### src/rtl/wb_pwm_n.sv
// wb_pwm_n: multi-channel PWM behind an 8-bit zero-wait-state Wishbone register file,
// with shadowed period/duty registers and a period-wrap interrupt.

// One PWM channel: active duty register plus registered compare output.
module wb_pwm_lane #(
   parameter int CNT_W = 8
) (
   input  logic             clk,
   input  logic             rst,
   input  logic             en,
   input  logic             load,
   input  logic [CNT_W-1:0] cnt,
   input  logic [CNT_W-1:0] duty_sh,
   output logic             pwm
);
   logic [CNT_W-1:0] duty_act;

   always_ff @(posedge clk) begin
      if (rst) begin
         duty_act <= '0;
         pwm      <= 1'b0;
      end else begin
         if (load) duty_act <= duty_sh;
         pwm <= en && (cnt < duty_act);
      end
   end
endmodule

module wb_pwm_n #(
   parameter int N_CH      = 6,
   parameter int CNT_W     = 8,
   parameter int CNT_PRESC = 24
) (
   input  logic            wb_clk_i,
   input  logic            wb_rst_i,
   input  logic [4:0]      wb_adr_i,
   input  logic [7:0]      wb_dat_i,
   output logic [7:0]      wb_dat_o,
   input  logic            wb_we_i,
   input  logic            wb_stb_i,
   output logic            wb_ack_o,
   output logic [N_CH-1:0] pwm_o,
   output logic [N_CH-1:0] pwm_e_o,
   output logic            irq_req_o,
   input  logic            irq_ack_i
);
   localparam int            PW        = (CNT_PRESC > 1) ? $clog2(CNT_PRESC) : 1;
   localparam logic [PW-1:0] PRESC_MAX = PW'(CNT_PRESC - 1);

   logic                        en, irq_en, upd, irq_f;
   logic [7:0]                  ena;
   logic [PW-1:0]               presc;
   logic [CNT_W-1:0]            cnt, per_sh, per_act;
   logic [N_CH-1:0][CNT_W-1:0]  duty_sh;
   logic                        wr, wr_ctrl, tick, wrap, load;

   // Registers are CNT_W wide but addressed as bytes; bits at/above CNT_W vanish.
   function automatic logic [CNT_W-1:0] put_byte(logic [CNT_W-1:0] old, logic [7:0] b, logic hi);
      logic [15:0] t;
      t = 16'(old);
      if (hi) t[15:8] = b;
      else    t[7:0]  = b;
      return t[CNT_W-1:0];
   endfunction

   function automatic logic [7:0] get_byte(logic [CNT_W-1:0] v, logic hi);
      logic [15:0] t;
      t = 16'(v);
      return hi ? t[15:8] : t[7:0];
   endfunction

   assign wr        = wb_stb_i && wb_we_i;
   assign wr_ctrl   = wr && (wb_adr_i == 5'd0);
   assign tick      = en && (presc == PRESC_MAX);
   assign wrap      = tick && (cnt == per_act);
   // While disabled the active set tracks the shadow set continuously.
   assign load      = !en || (wrap && upd);
   assign wb_ack_o  = wb_stb_i;
   assign irq_req_o = irq_f && irq_en;
   assign pwm_e_o   = ena[N_CH-1:0];

   always_ff @(posedge wb_clk_i) begin
      if (wb_rst_i) begin
         en      <= 1'b0;
         irq_en  <= 1'b0;
         upd     <= 1'b0;
         irq_f   <= 1'b0;
         ena     <= '0;
         per_sh  <= '1;
         per_act <= '1;
         presc   <= '0;
         cnt     <= '0;
      end else begin
         if (wr_ctrl) begin
            en     <= wb_dat_i[0];
            irq_en <= wb_dat_i[1];
         end
         // A UPD write landing on the consuming wrap stays pending for the next one.
         if (!en)                         upd <= 1'b0;
         else if (wr_ctrl && wb_dat_i[2]) upd <= 1'b1;
         else if (wrap)                   upd <= 1'b0;

         if (wrap)                                         irq_f <= 1'b1;
         else if (irq_ack_i || (wr_ctrl && wb_dat_i[3]))   irq_f <= 1'b0;

         if (wr && wb_adr_i == 5'd1) ena    <= wb_dat_i;
         if (wr && wb_adr_i == 5'd2) per_sh <= put_byte(per_sh, wb_dat_i, 1'b0);
         if (wr && wb_adr_i == 5'd3) per_sh <= put_byte(per_sh, wb_dat_i, 1'b1);
         if (load) per_act <= per_sh;

         if (!en || tick) presc <= '0;
         else             presc <= presc + 1'b1;

         if (!en || wrap) cnt <= '0;
         else if (tick)   cnt <= cnt + 1'b1;
      end
   end

   always_ff @(posedge wb_clk_i) begin
      if (wb_rst_i) begin
         duty_sh <= '0;
      end else begin
         for (int k = 0; k < N_CH; k++) begin
            if (wr && wb_adr_i == 5'(8 + 2*k)) duty_sh[k] <= put_byte(duty_sh[k], wb_dat_i, 1'b0);
            if (wr && wb_adr_i == 5'(9 + 2*k)) duty_sh[k] <= put_byte(duty_sh[k], wb_dat_i, 1'b1);
         end
      end
   end

   always_comb begin
      wb_dat_o = 8'h00;
      case (wb_adr_i)
         5'd0:    wb_dat_o = {4'b0000, irq_f, upd, irq_en, en};
         5'd1:    wb_dat_o = ena;
         5'd2:    wb_dat_o = get_byte(per_sh, 1'b0);
         5'd3:    wb_dat_o = get_byte(per_sh, 1'b1);
         default: begin
            for (int k = 0; k < N_CH; k++) begin
               if (wb_adr_i == 5'(8 + 2*k)) wb_dat_o = get_byte(duty_sh[k], 1'b0);
               if (wb_adr_i == 5'(9 + 2*k)) wb_dat_o = get_byte(duty_sh[k], 1'b1);
            end
         end
      endcase
   end

   for (genvar k = 0; k < N_CH; k++) begin : g_lane
      wb_pwm_lane #(.CNT_W(CNT_W)) u_lane (
         .clk     (wb_clk_i),
         .rst     (wb_rst_i),
         .en      (en),
         .load    (load),
         .cnt     (cnt),
         .duty_sh (duty_sh[k]),
         .pwm     (pwm_o[k])
      );
   end
endmodule

### config.mk
export PLATFORM = sky130hd
export DESIGN_NAME = wb_pwm_n
export DESIGN_NICKNAME = d
export VERILOG_FILES = /design/src/rtl/wb_pwm_n.sv
export SDC_FILE = /design/constraint.sdc
export NUM_CORES = 1
export LEC_CHECK = 0
export ABC_AREA = 1
export ABC_CLOCK_PERIOD_IN_PS = 2500
export BUFFER_PORTS_ARGS = -buffer_cell sky130_fd_sc_hd__clkbuf_2
export CAP_MARGIN = 25
export CORE_MARGIN = 5
export CORE_UTILIZATION = 60
export CTS_BUF_LIST = sky130_fd_sc_hd__clkbuf_4
export CTS_CLUSTER_DIAMETER = 200
export DETAILED_ROUTE_END_ITERATION = 10
export GPL_ROUTABILITY_DRIVEN = 1
export PLACE_DENSITY = 0.84
export SETUP_SLACK_MARGIN = 0.05
export SLEW_MARGIN = 5
export SYNTH_ARGS = -nofsm -noshare
export SYNTH_HDL_FRONTEND = slang
export SYNTH_HIERARCHICAL = 1
export SYNTH_SLANG_ARGS = --single-unit
### constraint.sdc
create_clock -name wb_clk_i -period 2.5 [get_ports wb_clk_i]
set_input_delay 0.25 -clock wb_clk_i [delete_from_list [all_inputs] [get_ports wb_clk_i]]
set_output_delay 0.25 -clock wb_clk_i [all_outputs]
set_load 0.005 [all_outputs]
==> impl_metrics.env <==
export IMPL_status="complete, no violations"
export IMPL_clockRootBuffer="clkbuf_4"
export IMPL_grt_antenna_before_repair=1
export IMPL_grt_max_degree=67
export IMPL_synthTopCellsByArea="dfxtp_1 (40%), nand2_1 (9.0%), nor2_1 (8.4%), ha_1 (7.6%), a211oi_2 (7.3%)"
export IMPL_track_usage_pct=25.9
export IMPL_setup_viol=0
export IMPL_seq_area_frac_synth_pct=39.8
export IMPL_cp_end_kind="primary output"
export IMPL_area_delta_synth_final_pct=7.63
export IMPL_design_power_total_mw=4.12
export IMPL_yosysTopAreaCell="dfxtp_1"
export IMPL_placed_area_mm2=0.00742
export IMPL_cts_tree="built"
export IMPL_htreeDepth=4
export IMPL_dp_hpwl_mm=13.0
export IMPL_yosysWarningCount=6
export IMPL_critPathMaxFanout=16
export IMPL_path_clk_slew_ns=0.12
export IMPL_drc=0
export IMPL_hold_slack_ns=0.106
export IMPL_arrival_ns=1.89
export IMPL_drive_above_1_share_pct=15.6
export IMPL_gp_congestion=0.909
export IMPL_regToRegStartpoint="cnt[7]"
export IMPL_slew_headroom_pct=63.8
export IMPL_synth_area_mm2=0.00720
export IMPL_maxCapViolations=0
export IMPL_start_util_pct=60.4
export IMPL_path_class="flop to primary output"
export IMPL_worst_pin_slew_ns=0.544
export IMPL_startpoint_type="flop"
export IMPL_final_util_pct=65.1
export IMPL_synthSimpleGateAreaFrac_pct=24.2
export IMPL_synth_commonest_cells="nand2_1 (173), nor2_1 (162), dfxtp_1 (143)"
export IMPL_fin_tns_setup_ns=0
export IMPL_r2r_slack_ns=0.48
export IMPL_clock_latency_ns=0.55
export IMPL_netlist_area_leader_share_pct=39.8
export IMPL_reg2regPathDepth=11
export IMPL_clock_sinks=143
export IMPL_synth_top_family_by_area="simple AND/OR/NAND/NOR gates"
export IMPL_fin_crit_sh_pct=85.6
export IMPL_via_per_inst=5.53
export IMPL_p_leak_nw=3.23
export IMPL_portBuffers=39
export IMPL_io_pins=40
export IMPL_ys_ff_latch=143
export IMPL_drt_initial_drc_count=430
export IMPL_drt_total_wl_mm=17.8
export IMPL_reg2reg_to="g_lane[1].u_lane/duty_act[7]"
export IMPL_fp_dieH_um=120
export IMPL_synth_compound_area_share_pct=17.5
export IMPL_synthFlopType="dfxtp_1"
export IMPL_hold_path_class="input port to flop"
export IMPL_coreArea_mm2=0.0119
export IMPL_postSynth_asyncResetShare_pct=0
export IMPL_die_area_mm2=0.0143
export IMPL_clockBufferDepth=2
export IMPL_cp_required_ns=2.25
export IMPL_numCtsBuffers=17
export IMPL_wire_per_inst_um=15.7
export IMPL_synth_mux_area_share_pct=0
export IMPL_synthesis_instances=946
export IMPL_synth_edf_count=0
export IMPL_drtAntennaViolNets=0
export IMPL_synth_nets=1008
export IMPL_hold_viol=0
export IMPL_clock_fmax_ghz=0.467
export IMPL_synth_xor_area_share_pct=0.973
export IMPL_die_w_um=120
export IMPL_min_period_ns=2.14
export IMPL_syn_avg_cell_area_um2=7.61
export IMPL_dr_pass1_iters=5
export IMPL_critPathCapture="wb_dat_o[0]"
export IMPL_grt_pass1_vias=5885
export IMPL_grt_pass1_wl_mm=29.4
export IMPL_rsz0062_at_grt="no"
export IMPL_cp_startpoint="en"
export IMPL_vias=6302
export IMPL_drv_slew=0
export IMPL_fin_worst_skew_ns=0.0158
export IMPL_stdcell_area_mm2=0.00775
export IMPL_fp_row_count=40
export IMPL_power_density_mw_per_mm2=532
export IMPL_peakVddDrop_mv=0.380
export IMPL_fin_nets=1040
export IMPL_synth_adder_area_share_pct=7.65
export IMPL_grt_remaining_overflow=0
export IMPL_synth_distinct_cells=37
export IMPL_yosys_cell_count_top_type="nand2_1"
metrics by stage:
stage | std cells | setup slack [ns]
3_5_place_dp | 1105 | 0.507
4_1_cts | 1137 | 0.384
3_3_place_gp | 1105 | 0.551
2_1_floorplan | 946 | 0.713
5_1_grt | 1139 | 0.207
6_report | 1139 | 0.359
routing by layer:
| metal | global-route usage [%] | share of wire, % | up-vias |
|---|---|---|---|
| met1 | 36.5 | 46 | 2902 |
| li1 | - | - | 3119 |
| met3 | 4.67 | 7.7 | 38 |
| met2 | 39.7 | 44 | 243 |
| met4 | 9.88 | 2.5 | 0 |
| met5 | 0 | 0 | - |
cell usage in the layout, fill, tap and decap left out, types with 4 or more instances in the layout:
cell,synthesis,routed
nand2_1,173,173
nor2_1,162,162
dfxtp_1,143,143
inv_1,113,113
a21oi_1,56,56
o21ai_0,56,56
ha_1,44,44
a211oi_2,42,42
clkbuf_2,6,39
nand3_1,36,36
clkbuf_4,0,23
inv_2,15,15
nand4_1,11,11
o211ai_1,9,9
buf_4,8,7
o21ai_1,6,6
o21a_1,6,6
nor2_2,5,5
nor2_4,4,4
xor2_1,4,4
nand2_2,4,4
xnor2_1,4,4
clkinv_1,0,4
bufinv_16,0,4
repair_timing:
action                    CTS  global route
hold endpoints to repair    0             1
buffers inserted            0             0
hold buffers                0             1
resized for setup           0             0
registers in the layout, indices dropped and copies added (netlist names):
| name | flops |
|---|---|
| per_act | 8 |
| cnt | 8 |
| irq_f | 1 |
| ena | 8 |
| presc | 5 |
| g_lane.u_lane/duty_act | 48 |
| duty_sh | 48 |
| en | 1 |
| upd | 1 |
| per_sh | 8 |
| g_lane.u_lane/pwm | 6 |
| irq_en | 1 |
critical path, cell delays in order, from the launching register on:
cell	delay, ns
dfxtp_1	0.48
buf_4	0.30
inv_1	0.12
o22ai_1	0.18
nor2_1	0.06
nand4_1	0.08
clkbuf_2	0.12
power by group:
group / internal (mW) / switching [mW]
sequential: 2.29 / 0.0103
combinational: 0.0516 / 0.135
clock: 0.848 / 0.785
area by class of cell:
cell class / instances / area (um^2)
diodes: 1 / 2.50
clock buffers: 23 / 173
well taps: 147 / 184
flip-flops and latches: 143 / 2860
inverters: 130 / 490
fillers: 983 / 4160
repair buffers: 48 / 278
clock inverters: 9 / 140
multi-input cells: 638 / 3620
kinds of logic (layout without fill, tap and decap cells):
kind of cell               count (synthesis)  count (layout)
buffers and inverters                    165             210
DFF                                      143             143
AOI/OAI and AO/OA                        179             179
and+or+nand+nor                          407             407
other                                      0               1
adders and majority gates                 44              44
xor gates and xnor gates                   8               8
how the worst min path moves through the flow:
stage                      from  depth (start not counted)       end
floorplan              wb_rst_i                          1     irq_f
global placement       presc[0]                          1  presc[0]
detailed placement     presc[0]                          1  presc[0]
CTS                   irq_ack_i                          3     irq_f
global route        wb_dat_i[7]                          3    ena[7]
finish              wb_dat_i[7]                          3    ena[7]
No activity file was read; power rests on OpenSTA's default activity.
